**src/rtl/frame_tx_8b10b.sv**
```systemverilog
// Frame transmitter feeding an 8b10b encoder.
// Wraps payload bytes into SOP_K ... EOP_K frames, pads in-frame gaps with
// FILL_K, and keeps at least MIN_IDLE IDLE_K symbols between frames.
// Exactly one symbol is produced per sym_adv slot.
//
// state    | meaning
// ---------+------------------------------------------------------------
// ST_IDLE  | between frames: emit IDLE_K, discard stray bytes, wait for SOP
// ST_DATA  | inside a frame: emit payload bytes, FILL_K on underrun
// ST_EOP   | last byte sent: emit EOP_K next slot, then back to ST_IDLE
module frame_tx_8b10b #(
  parameter logic [7:0]  IDLE_K   = 8'hBC,
  parameter logic [7:0]  SOP_K    = 8'hFB,
  parameter logic [7:0]  EOP_K    = 8'hFD,
  parameter logic [7:0]  FILL_K   = 8'h1C,
  parameter int unsigned MIN_IDLE = 2
) (
  input  logic        clk,
  input  logic        rst_n,
  input  logic        sym_adv,
  input  logic        in_valid,
  input  logic [7:0]  in_data,
  input  logic        in_sop,
  input  logic        in_eop,
  output logic        in_ready,
  output logic [7:0]  enc_dat,
  output logic        enc_k,
  output logic        enc_ena,
  output logic        underrun,
  output logic [15:0] frame_cnt,
  output logic [7:0]  drop_cnt
);

  localparam logic [3:0] MIN_IDLE_C = 4'(MIN_IDLE);

  typedef enum logic [1:0] {
    ST_IDLE = 2'd0,
    ST_DATA = 2'd1,
    ST_EOP  = 2'd2
  } state_t;

  state_t     state;
  state_t     state_nxt;
  logic [3:0] idle_cnt;
  logic [3:0] idle_cnt_nxt;

  logic [7:0] sym_nxt;
  logic       sym_is_k;
  logic       fill_evt;
  logic       frame_done;
  logic       drop_evt;

  // Next-state, symbol selection and input handshake for the current slot.
  // The symbol fields only matter when sym_adv=1; otherwise they are ignored.
  always_comb begin
    state_nxt    = state;
    idle_cnt_nxt = idle_cnt;
    sym_nxt      = IDLE_K;
    sym_is_k     = 1'b1;
    fill_evt     = 1'b0;
    frame_done   = 1'b0;
    drop_evt     = 1'b0;
    in_ready     = 1'b0;

    case (state)
      ST_IDLE: begin
        // Bytes arriving outside a frame are swallowed so the source never stalls.
        if (in_valid && !in_sop && sym_adv) begin
          in_ready = 1'b1;
          drop_evt = 1'b1;
        end
        if (sym_adv) begin
          if ((idle_cnt >= MIN_IDLE_C) && in_valid && in_sop) begin
            // The SOP byte itself stays at the input; it goes out next slot.
            sym_nxt      = SOP_K;
            idle_cnt_nxt = 4'd0;
            state_nxt    = ST_DATA;
          end else begin
            sym_nxt = IDLE_K;
            if (idle_cnt < MIN_IDLE_C) begin
              idle_cnt_nxt = idle_cnt + 4'd1;
            end
          end
        end
      end

      ST_DATA: begin
        in_ready = sym_adv;
        if (sym_adv) begin
          if (in_valid) begin
            // in_sop is deliberately ignored here: a second SOP inside a frame is just data.
            sym_nxt  = in_data;
            sym_is_k = 1'b0;
            if (in_eop) begin
              state_nxt = ST_EOP;
            end
          end else begin
            sym_nxt  = FILL_K;
            fill_evt = 1'b1;
          end
        end
      end

      ST_EOP: begin
        if (sym_adv) begin
          sym_nxt      = EOP_K;
          frame_done   = 1'b1;
          idle_cnt_nxt = 4'd0;
          state_nxt    = ST_IDLE;
        end
      end

      default: begin
        state_nxt    = ST_IDLE;
        idle_cnt_nxt = 4'd0;
      end
    endcase
  end

  // State register and inter-frame idle counter.
  always_ff @(posedge clk or negedge rst_n) begin
    if (!rst_n) begin
      state    <= ST_IDLE;
      idle_cnt <= 4'd0;
    end else begin
      state    <= state_nxt;
      idle_cnt <= idle_cnt_nxt;
    end
  end

  // Encoder-facing symbol register; strobes are cleared in slots without sym_adv.
  always_ff @(posedge clk or negedge rst_n) begin
    if (!rst_n) begin
      enc_dat  <= 8'h00;
      enc_k    <= 1'b0;
      enc_ena  <= 1'b0;
      underrun <= 1'b0;
    end else if (sym_adv) begin
      enc_dat  <= sym_nxt;
      enc_k    <= sym_is_k;
      enc_ena  <= !sym_is_k;
      underrun <= fill_evt;
    end else begin
      enc_k    <= 1'b0;
      enc_ena  <= 1'b0;
      underrun <= 1'b0;
    end
  end

  // Completed-frame counter, wraps naturally.
  always_ff @(posedge clk or negedge rst_n) begin
    if (!rst_n) begin
      frame_cnt <= 16'h0000;
    end else if (frame_done) begin
      frame_cnt <= frame_cnt + 16'h0001;
    end
  end

  // Discarded-byte counter, saturates so it stays a sticky indicator.
  always_ff @(posedge clk or negedge rst_n) begin
    if (!rst_n) begin
      drop_cnt <= 8'h00;
    end else if (drop_evt && (drop_cnt != 8'hFF)) begin
      drop_cnt <= drop_cnt + 8'h01;
    end
  end

endmodule

```
**config.mk**
```make
export PLATFORM = sky130hd
export DESIGN_NAME = frame_tx_8b10b
export DESIGN_NICKNAME = d
export VERILOG_FILES = /design/src/rtl/frame_tx_8b10b.sv
export SDC_FILE = /design/constraint.sdc
export NUM_CORES = 1
export LEC_CHECK = 0
export ABC_AREA = 1
export BUFFER_PORTS_ARGS = -buffer_cell sky130_fd_sc_hd__buf_4
export CAP_MARGIN = 20
export CORE_AREA = 3 3 64 110
export DETAILED_ROUTE_END_ITERATION = 8
export DIE_AREA = 0 0 67 113
export GPL_ROUTABILITY_DRIVEN = 0
export PLACE_DENSITY = 0.52
export SLEW_MARGIN = 5
export SYNTH_ARGS = -nofsm -noshare
export SYNTH_HDL_FRONTEND = slang
export SYNTH_SLANG_ARGS = --single-unit
```
**constraint.sdc**
```tcl
create_clock -name clk -period 1.7 [get_ports clk]
set_input_delay 0.085 -clock clk [delete_from_list [all_inputs] [get_ports clk]]
set_output_delay 0.085 -clock clk [all_outputs]
set_load 0.01 [all_outputs]
```
==> summary by stage <==
Floorplanning
The core footprint is about 6300 µm². In this run the vertical extent of the chip is ~110 µm. For this design the top-level I/O count stands at 50. The initial core utilization is 0.344. The total die area is 7570 µm². The number of standard-cell rows in the floorplan is 38. In this run the horizontal extent of the chip is 67 µm.

Routing
Dividing the detail-routed wire length by the instance count gives 12.6 µm. The via count is around 1900. Using the TritonRoute via totals, the vias-per-cell ratio works out to 4.62. The count of nets left with antenna violations after detail routing is 0. The remaining design rule violation count is 0.

The routed wire length is between 5000 and 6000 µm. The first TritonRoute pass finished after 4 iterations. The detailed router's first-iteration violation count is between 50 and 60.

Worst setup path
The maximum fanout encountered on the critical timing path is 5. The kind of start point of the critical path is a flop. Broken down by cell family, the worst path's largest delay share belongs to flip-flops. The worst setup path is of the flop to output port kind.

The signal on the critical path passes through inv_2, nand2_1, nor2_2, or2_1, buf_4. For this design, the slowest cell found on the critical path is sky130_fd_sc_hd__dfrtp_1. The required time reported for the critical path endpoint is 1.62 ns. The maximum single-stage delay on the critical path is approximately 0.48 ns. STA classifies the critical path endpoint as an output port. STA puts the critical path data arrival time at about 1.5 ns. Together, buffers and inverters on the worst path number 2.

Power
The leakage component of the power is ~1.4 nW. The total power density per cell area is 1190 nW/µm². For this design the total switching power over the nets is between 1 and 1.5 mW. The portion of total power attributed to sequential cells is 0.423.

The fraction of power consumed by combinational cells is 0.329. Cell internal power was estimated by the tool at between 2 and 2.5 mW. Of the total power, the share spent switching nets is 0.348. Of the total power, the clock network draws 0.248.

The peak supply drop is 784 µV.

Placed design
The half-perimeter wire length after detailed placement is around 3900 µm. The count of port buffers added during placement is between 40 and 50. OpenSTA, run right after detailed placement, puts the worst setup slack at between 0.15 and 0.2 ns.

Clock tree
TritonCTS built the clock tree. Buffers inserted during clock tree synthesis total 5. The longest clock path from root to sink contains 2 buffers. The later-pin clock latency in the skew report is between 0.2 and 0.3 ns. The clock net in this run drives a total of slightly above 40 sinks. The maximum level of the CTS H-tree is 2. Clock-pin slew was measured on the worst setup and hold paths at about 0.080 ns. The clock tree root buffer cell is sky130_fd_sc_hd__clkbuf_8.

Timing
The number of slew-limit violations in the final report is 0. The setup slack of the critical path after layout is 0.136 ns. At the pin with the least slew margin, the transition time is approximately 0.54 ns. Setup repair after global routing left no endpoint under its margin. The total count of hold-check failures in the final report is 0. The worst max-slew margin expressed relative to the limit is 0.640. Setup violations remaining at the end of the flow were counted as 0.

In the final timing run, aggregate negative setup slack is 0 ns. The minimum clock period is between 1.5 and 2 ns. The worst clock skew on the final layout is 0.00916 ns. The timing-limited maximum frequency is between 0.6 and 0.7 GHz. The worst-case hold slack is ~0.046 ns. In the finished design, the share of the clock period the worst path needs comes to 0.920.

Final layout
The share of post-route cells with drive strength above 1 is 0.258. The antenna diode instance count is 0. The layout overhead on the synthesized area is 29.7%.

The fill cell total of the finished layout is 686. For this run, the post-layout net count is 342.

Logic synthesis
The most instantiated flip-flop cell in the synthesis netlist is sky130_fd_sc_hd__dfrtp_1. The per-instance average area after synthesis is roughly 8.2 µm². The commonest cells after synthesis are sky130_fd_sc_hd__nand2_1, sky130_fd_sc_hd__dfrtp_1, sky130_fd_sc_hd__inv_1. The synthesized netlist contains 31 unique library cells. The most frequent cell after synthesis is sky130_fd_sc_hd__nand2_1. Synthesis produced between 200 and 300 cells.

The area of the mapped netlist is 2160 µm². The synthesis-stage register bit count is 41. The area fraction of the dominant cell type after synthesis is 0.475.

By area the synthesized netlist is led by sky130_fd_sc_hd__dfrtp_1, sky130_fd_sc_hd__nand2_1, sky130_fd_sc_hd__inv_1, sky130_fd_sc_hd__nor2_1, sky130_fd_sc_hd__o21ai_1. Synthesis produced a netlist with a net count of roughly 280. Of the synthesized area, sequential elements account for 0.475. The count of flip-flops with a built-in enable after synthesis is 0. The biggest area contributor in the post-synthesis netlist is sky130_fd_sc_hd__dfrtp_1. The fraction of registers with async set/reset is 1.00. During synthesis, Yosys emitted a total of 0 warnings.

Min path
In this run the worst hold path is classified as input port to flop.

Global route
The global-route usage over all layers is 0.148. After global routing the overflow that remains totals 0. The number of global-route vias before repair is 1872. The number of antenna violations at the first check in global routing came to 0. Entering global routing, the biggest net connects 42 pins. The global-route wire length before repair is between 8000 and 9000 µm.

Job
The max-capacitance violation count is 0.

Outcome
The flow ran to the end, and the final reports show no timing, DRC or antenna violations.
## path summary, 6_finish.rpt
path | start | to | slack, ns | cells after the start
worst max-delay path | state[1] | in_ready | 0.14 | 5
worst min-delay path | in_data[7] | enc_dat[7] | 0.05 | 3
worst max register to register | drop_cnt[0] | drop_cnt[5] | 0.21 | 8
worst min register to register | enc_dat[0] | enc_dat[0] | 0.50 | 2
max in group asynchronous | rst_n | state[0] | 0.98 | 2
min in group asynchronous | rst_n | frame_cnt[10] | 0.30 | 2
## kinds of logic (layout without fill, tap and decap cells)
family | Yosys count | in the layout | share of synthesized area
buffers and inverters | 33 | 95 | 0.0603
and+or+nand+nor | 144 | 144 | 0.314
AOI/OAI and AO/OA | 26 | 26 | 0.0661
adders and majority gates | 4 | 4 | 0.0232
DFF | 41 | 41 | 0.475
xor gates and xnor gates | 15 | 15 | 0.0609
## worst min-delay path: stages
cell and delay, ns:
sky130_fd_sc_hd__buf_4 0.11, sky130_fd_sc_hd__nand2_1 0.05, sky130_fd_sc_hd__a21oi_1 0.06
## per-stage QoR
step	instance area (µm²)	util	std cells	power, mW
floorplan	2160	-	263	2.05
global placement	2630	0.419	392	2.52
detailed placement	2630	0.419	392	2.53
CTS	2780	0.443	403	3.39
global route	2800	0.446	405	3.61
finish	2800	0.446	405	3.34
## power groups by stage
stage / clock, mW / sequential (mW) / combinational (mW)
finish: 0.828 / 1.41 / 1.10
global route: 0.907 / 1.45 / 1.25
CTS: 0.870 / 1.43 / 1.09
detailed placement: 0 / 1.45 / 1.08
global placement: 0 / 1.44 / 1.07
floorplan: 0 / 1.45 / 0.590
## final cells by class
type	count	area (µm²)	area share
Clock buffer	7	86.3	0.0308
Clock inverter	1	30.0	0.0107
Inverter	30	113	0.0402
Multi-Input combinational cell	189	1010	0.360
Sequential cell	41	1030	0.367
Tap cell	80	100	0.0358
Timing Repair Buffer	57	435	0.156
## cells in the final DEF, fill, tap and decap left out, drive strengths merged
cell type / count
a21oi: 5
bufinv: 1
nand3b: 2
a21boi: 1
dlygate4sd3: 3
nand3: 16
a22oi: 1
xor2: 7
nand2: 92
o22ai: 2
nor2: 26
nor3: 3
buf: 54
inv: 30
o21ba: 1
dfrtp: 41
ha: 4
clkbuf: 7
xnor2: 8
o21ai: 16
nand4: 4
or2: 1
## flip-flops by register name (all words and copies together) (netlist names)
| signal | count |
|---|---|
| drop_cnt | 8 |
| underrun | 1 |
| state | 2 |
| enc_dat | 8 |
| enc_ena | 1 |
| idle_cnt | 4 |
| enc_k | 1 |
| frame_cnt | 16 |
## metal layers
layer | vias to the layer above | track usage | routed length (µm)
met5 | - | 0 | 0
met4 | 0 | 0.0678 | 161
met3 | 12 | 0.0278 | 202
met2 | 38 | 0.267 | 2780
met1 | 863 | 0.161 | 1950
li1 | 958 | - | -
## repair_timing
item                                   CTS  global route
endpoints found under the hold margin   43             0
resized for setup                        1             2
setup endpoints to repair                1             2
buffers inserted                         0             2
hold buffers                             3             0
pin swaps                                0             0
No activity file was read; power rests on OpenSTA's default activity.
